[src/rtl/seg7_result_display.sv]
// Eight-digit common-anode hex display for the CPU result word.
// Shows dashes while the CPU runs; latches the word on the rising edge of iDone.
module seg7_result_display #(
   parameter int SCAN_DIV = 100000,
   parameter int DIGITS   = 8
) (
   input  logic        clk,
   input  logic        rst,
   input  logic        iDone,
   input  logic [31:0] iData,
   output logic [7:0]  oAnode,
   output logic [7:0]  oSeg,
   output logic        oValid
);

   localparam int DIV_W = (SCAN_DIV > 2) ? $clog2(SCAN_DIV) : 1;
   localparam logic [DIV_W-1:0] DIV_LAST   = DIV_W'(SCAN_DIV - 1);
   localparam logic [2:0]       LAST_DIGIT = 3'(DIGITS - 1);
   localparam logic [7:0]       SEG_DASH   = 8'hBF;

   typedef enum logic {IDLE, SHOW} state_t;

   state_t           state, stateNext;
   logic             doneQ;
   logic [DIV_W-1:0] divCnt, divNext;
   logic [2:0]       digit, digitNext;
   logic [31:0]      word, wordNext;
   logic             rise, fall;
   logic [3:0]       nibble;

   function automatic logic [7:0] hexSeg(input logic [3:0] v);
      case (v)
         4'h0: hexSeg = 8'hC0;
         4'h1: hexSeg = 8'hF9;
         4'h2: hexSeg = 8'hA4;
         4'h3: hexSeg = 8'hB0;
         4'h4: hexSeg = 8'h99;
         4'h5: hexSeg = 8'h92;
         4'h6: hexSeg = 8'h82;
         4'h7: hexSeg = 8'hF8;
         4'h8: hexSeg = 8'h80;
         4'h9: hexSeg = 8'h90;
         4'hA: hexSeg = 8'h88;
         4'hB: hexSeg = 8'h83;
         4'hC: hexSeg = 8'hC6;
         4'hD: hexSeg = 8'hA1;
         4'hE: hexSeg = 8'h86;
         default: hexSeg = 8'h8E;
      endcase
   endfunction

   always_comb begin
      rise      = iDone & ~doneQ;
      fall      = ~iDone & doneQ;
      stateNext = state;
      wordNext  = word;
      divNext   = divCnt;
      digitNext = digit;
      // Capture and release restart the scan at digit 0, overriding the divider.
      if (state == IDLE && rise) begin
         stateNext = SHOW;
         wordNext  = iData;
         divNext   = '0;
         digitNext = '0;
      end else if (state == SHOW && fall) begin
         stateNext = IDLE;
         divNext   = '0;
         digitNext = '0;
      end else if (divCnt == DIV_LAST) begin
         divNext   = '0;
         digitNext = (digit == LAST_DIGIT) ? 3'd0 : digit + 3'd1;
      end else begin
         divNext   = divCnt + 1'b1;
      end
      nibble = wordNext[{digitNext, 2'b00} +: 4];
   end

   always_ff @(posedge clk or negedge rst) begin
      if (!rst) begin
         state  <= IDLE;
         doneQ  <= 1'b0;
         divCnt <= '0;
         digit  <= '0;
         word   <= '0;
         oAnode <= 8'hFF;
         oSeg   <= 8'hFF;
         oValid <= 1'b0;
      end else begin
         state  <= stateNext;
         doneQ  <= iDone;
         divCnt <= divNext;
         digit  <= digitNext;
         word   <= wordNext;
         oAnode <= ~(8'b1 << digitNext);
         oSeg   <= (stateNext == SHOW) ? hexSeg(nibble) : SEG_DASH;
         oValid <= (stateNext == SHOW);
      end
   end

endmodule

[config.mk]
export PLATFORM = sky130hd
export DESIGN_NAME = seg7_result_display
export DESIGN_NICKNAME = d
export VERILOG_FILES = /design/src/rtl/seg7_result_display.sv
export SDC_FILE = /design/constraint.sdc
export NUM_CORES = 1
export LEC_CHECK = 0
export ABC_AREA = 1
export CORE_MARGIN = 2
export CORE_UTILIZATION = 59
export DETAILED_ROUTE_END_ITERATION = 10
export PLACE_DENSITY_LB_ADDON = 0.08
export SLEW_MARGIN = 30
export SYNTH_ARGS = -nofsm -noshare
export SYNTH_HDL_FRONTEND = slang
export SYNTH_SLANG_ARGS = --single-unit
export TNS_END_PERCENT = 10
[constraint.sdc]
create_clock -name clk -period 5.2 [get_ports clk]
set_input_delay 0.52 -clock clk [delete_from_list [all_inputs] [get_ports clk]]
set_output_delay 0.52 -clock clk [all_outputs]
set_load 0.01 [all_outputs]
# == Word-level counts from Yosys, hierarchy flattened ==
# Memories as Yosys holds them, arrays and structs flattened.
# Index checks and enable logic that the tools add are counted.
# op_classes
addsub,2
n_eq_ne,2
n_shift,2
n_mux,11
n_bitwise,6
n_reduce_logical,2
# op_table
operator,count
$mux 17,3
$mux 32,1
$shiftx 32x6->4,1
$add 17x1->17 const B,1
$eq 17x17->1 const B,1
$mux 3,4
$mux 8,1
$not 8->8,1
$shl 1x3->8 const A,1
$add 3x1->3 const B,1
$eq 3x3->1 const B,1
$not 1->1,3
$and 1x1->1,2
$logic_and 1x1->1,2
$mux 1,2
# word_totals
regBits,70
mem_bits_ro,112
inputBits,35
out_inout_bits,17
word_cells,33
memories,1
# memory_table
memory,words,width,read_ports,rd_clocked_by_memory_dff,wr,line_no,rtl
(name not given),16,7,1,0,0,32,case (v)

# == Logic depth before layout (Yosys ltp) ==
# An unclocked memory read counts as a cell.
# depth
depth_word,8
depth_mapped,21
depth_no_buf,20

# == Worst setup path after synthesis ==
# Ideal clock, no wire load.
# synth_path
path_kind,register to register
from,register digit[0]
to,register oSeg[0]
setup_ns,0.086
arrival_time_ns,2.525
slack_ns,2.589
stages_incl_launch_ff,18
synth_period_minus_slack_ns,2.611
cell_sequence,dfrtp_1 > ha_1 > ha_1 > or2_2 > nand4_1 > clkbuf_1 > nand4_1 > nand2_1 > nand2_1 > nand2_1 > nand2_1 > nand2_1 > inv_1 > ha_1 > inv_1 > nand3_1 > nand3_1 > nand3_1
# synth_via
elab_chain_len,8
word_cells_on_any_way,9
# synth_lines
element,line_no,rtl
"start, declared",26,"logic [2:0] digit, digitNext;"
"start signal, assigned",92,digit <= digitNext;
$add 3x1->3 / $eq 3x3->1 (equally long branches),71,digitNext = (digit == LAST_DIGIT) ? 3'd0 : digit + 3'd1;
$mux 3,71,
$mux 3 *,69,end else if (divCnt == DIV_LAST) begin
$mux 3 *,65,end else if (state == SHOW && fall) begin
$mux 3 *,60,if (state == IDLE && rise) begin
$shiftx 32x6->4 *,75,"nibble = wordNext[{digitNext, 2'b00} +: 4];"
$mem_v2 16x7 *,-,
$mux 8 *,95,oSeg <= (stateNext == SHOW) ? hexSeg(nibble) : SEG_DASH;
"end signal, assigned",95,
"end, declared",12,"output logic [7:0] oSeg,"
# Every way passes the cells marked *; elsewhere a longest branch is shown, timed or not.

# == Worst setup path after layout ==
# layout_path
from,input iDone
to,register oSeg[0]
# layout_via
word_cells_on_any_way,13
# layout_lines
element,line_no,rtl
"start, declared",9,"input logic iDone,"
$and 1x1->1,53,rise = iDone & ~doneQ;
$logic_and 1x1->1,60,
$mux 32,60,
via wordNext[13],27,"logic [31:0] word, wordNext;"
$shiftx 32x6->4,75,
$mem_v2 16x7,-,
$mux 8,95,
# The timed path passes the listed nets, and every way through them passes these cells.

==> impl_metrics.env <==
export IMPL_status="finished, final reports clean"
export IMPL_yosysUniqueCellTypes=31
export IMPL_grt_usage_pct=26.11
export IMPL_fin_crit_sh_pct=68.69
export IMPL_grt_pass1_vias=3161
export IMPL_cts_tree="yes"
export IMPL_maxCapViolCount=0
export IMPL_synth_edff_count=0
export IMPL_ys_flop_type="dfrtp_1"
export IMPL_num_vias=3110
export IMPL_clk_latency_ns=0.34
export IMPL_crit_required_ns=5.46
export IMPL_max_clock_freq_mhz=280.0
export IMPL_crit_end="oSeg[0]"
export IMPL_clock_skew_ns=0.005908
export IMPL_post_cts_buffers=0
export IMPL_grt_ovfl_total=0
export IMPL_setup_tns_final_ns=0
export IMPL_path_depth=19
export IMPL_power_mw=1.492
export IMPL_wl_per_cell_microns=12.88
export IMPL_dieArea_sq_um=6745
export IMPL_cp_end_kind="register"
export IMPL_drtIter0Drc=157
export IMPL_core_area_sq_um=5921
export IMPL_clock_sinks=69
export IMPL_h_tree_depth=3
export IMPL_clkTransAtPathRegs_ns=0.07
export IMPL_rr_startpoint="divCnt[0]"
export IMPL_cpPeakStageDelay_ns=0.54
export IMPL_critPathMaxFanout=34
export IMPL_die_h_microns=82.13
export IMPL_antenna_found_initial=0
export IMPL_start_kind="primary input"
export IMPL_root_buffer="clkbuf_8"
export IMPL_min_path_type="in -> async"
export IMPL_detail_route_antenna_nets=0
export IMPL_gp_congestion=0.8387
export IMPL_fin_crit_ns=3.572
export IMPL_async_flop_share_pct=100.0
export IMPL_dp_hpwl_microns=5394
export IMPL_final_max_slew_viol_count=0
export IMPL_rsz0062_at_grt="no"
export IMPL_crit_type="in -> reg"
export IMPL_ir_worst_vdd_mv=0.2745
export IMPL_final_cell_mix="nand2_1 (218), dfrtp_1 (54), clkdlybuf4s50_1 (49)"
export IMPL_path_cells="clkdlybuf4s50_1, inv_1, nor2_1, nand2_2, inv_2, nand2_1, nand2_1, nand4_1, nand2_1, nand2_1, nand2_1, nand2_1, nand2_1, inv_1, ha_1, inv_1, nand3_1, nand3_1, nand3_1"
export IMPL_layout_drive_gt1_share_pct=10.10
export IMPL_power_density_nw_per_um2=346.3
export IMPL_ys_ff_latch=69
export IMPL_ys_warnings_count=0
export IMPL_netlist_area_leader_share_pct=37.53
export IMPL_worstMarginPinSlew_ns=0.8378
export IMPL_syn_avg_cell_area_sq_um=7.597
export IMPL_worstPathArrival_ns=3.83
export IMPL_initial_core_util_pct=60.82
export IMPL_reg2reg_depth=17
export IMPL_io_pins=52
export IMPL_synthToLayoutAreaGrowth_pct=19.60
export IMPL_die_x_microns=82.13
export IMPL_synth_area_leaders="dfrtp_1 (38%), nand2_1 (23%), dfstp_2 (11%)"
export IMPL_cts_path_max_buffers=2
export IMPL_drtPass1Iterations=5
export IMPL_numCtsBuffers=9
export IMPL_grt_max_degree=70
export IMPL_layout_commonest_cell="nand2_1"
export IMPL_cp_common_cell="nand2_1"
export IMPL_synth_nets=519
export IMPL_critPathLaunch="iDone"
export IMPL_synthCells=474
export IMPL_crit_family="simple AND/OR/NAND/NOR gates"
export IMPL_seq_area_frac_synth_pct=48.47
export IMPL_diodes=0
export IMPL_maxSlewHeadroom_pct=44.15
export IMPL_drc_errors=0
export IMPL_cts_hold_buf=0
export IMPL_syn_cell_area_sq_um=3601
export IMPL_worstPathBufferInverterCount=5
export IMPL_leakage_nw=2.188
export IMPL_hold_violations=0
export IMPL_grt_pass1_wl_microns=13600
export IMPL_vias_per_cell=5.183
export IMPL_synth_largest_area_cell="dfrtp_1"
export IMPL_nets=565
export IMPL_r2r_setup_slack_ns=1.72
export IMPL_io_buffers=50
export IMPL_ctsResizeCount=0
export IMPL_core_rowCount=28
export IMPL_r2r_end="oSeg[0]"
export IMPL_setup_viol=0
export IMPL_slowest_stage="inv_2"
export IMPL_wl_microns=7728
==> through the flow <==
stage                     hold WS, ns  instances  worst slack (ns)  utilization, %  cell area (sq um)
final                          0.3628        600             1.628           72.74               4307
after global routing           0.4446        600             1.232           72.74               4307
after CTS                      0.3943        600             1.634           72.74               4307
after detailed placement       0.4613        584             1.298           69.48               4114
after global placement         0.4485        584             1.438           69.48               4114
after floorplan                0.2244        474             2.589               -               3601
==> worst min-delay path by stage <==
stage	start	to	slack (ns)	cells after the start
after global placement	divCnt[0]	divCnt[0]	0.45	1
after global routing	rst	divCnt[1]	0.44	2
final	rst	divCnt[1]	0.36	2
after detailed placement	word[2]	word[2]	0.46	2
after floorplan	rst	digit[0]	0.22	0
after CTS	rst	divCnt[1]	0.39	2
==> power breakdown <==
group / switching [mW] / leakage, nW / internal, mW
combinational: 0.240 / 1.24 / 0.154
sequential: 0.0312 / 0.853 / 0.641
clock: 0.191 / 0.0964 / 0.233
total: 0.463 / 2.19 / 1.03
==> synthesized netlist by cell type, types with 2 or more instances <==
library cell	number
nand2_1	218
dfrtp_1	54
inv_1	33
nor2_1	31
nand3_1	30
nand4_1	16
dfstp_2	15
ha_1	10
nor3_1	8
buf_2	7
a21oi_1	6
clkbuf_1	6
inv_2	4
nand3_2	4
nor3b_1	4
buf_4	3
nand2_2	3
nor2_2	3
xor2_1	3
o21a_1	2
o21ai_1	2
o21ai_2	2
or2_2	2
==> kinds of logic (layout without fill, tap and decap cells) <==
kind of cell,after synthesis,count (layout),synth area share [%]
simple gates,323,323,38.50
flops,69,69,48.47
buf+inv,54,105,6.393
compound gates,14,14,2.328
fa+ha+maj,10,10,3.475
xor+xnor,3,3,0.7298
other cells,1,1,0.1041
==> registers in the layout, summed over array words and instances (netlist names) <==
register	count
state	1
oAnode	8
oSeg	7
word	32
divCnt	17
doneQ	1
digit	3
==> metal layers <==
metal	routed length (microns)	global-route usage [%]	vias to the layer above
li1	-	-	1575
met1	3401	31.91	1449
met2	3882	44.88	78
met3	354	7.065	8
met4	90	8.500	0
met5	0	0	-
==> area by class of cell <==
type	count	area, sq um
multi-input cells	351	1625
fillers	499	1614
flip-flops and latches	69	1745
clock buffers	12	145.1
repair buffers	52	510.5
well taps	75	93.84
inverters	37	138.9
clock inverters	4	47.55
No activity file was read; power rests on OpenSTA's default activity.
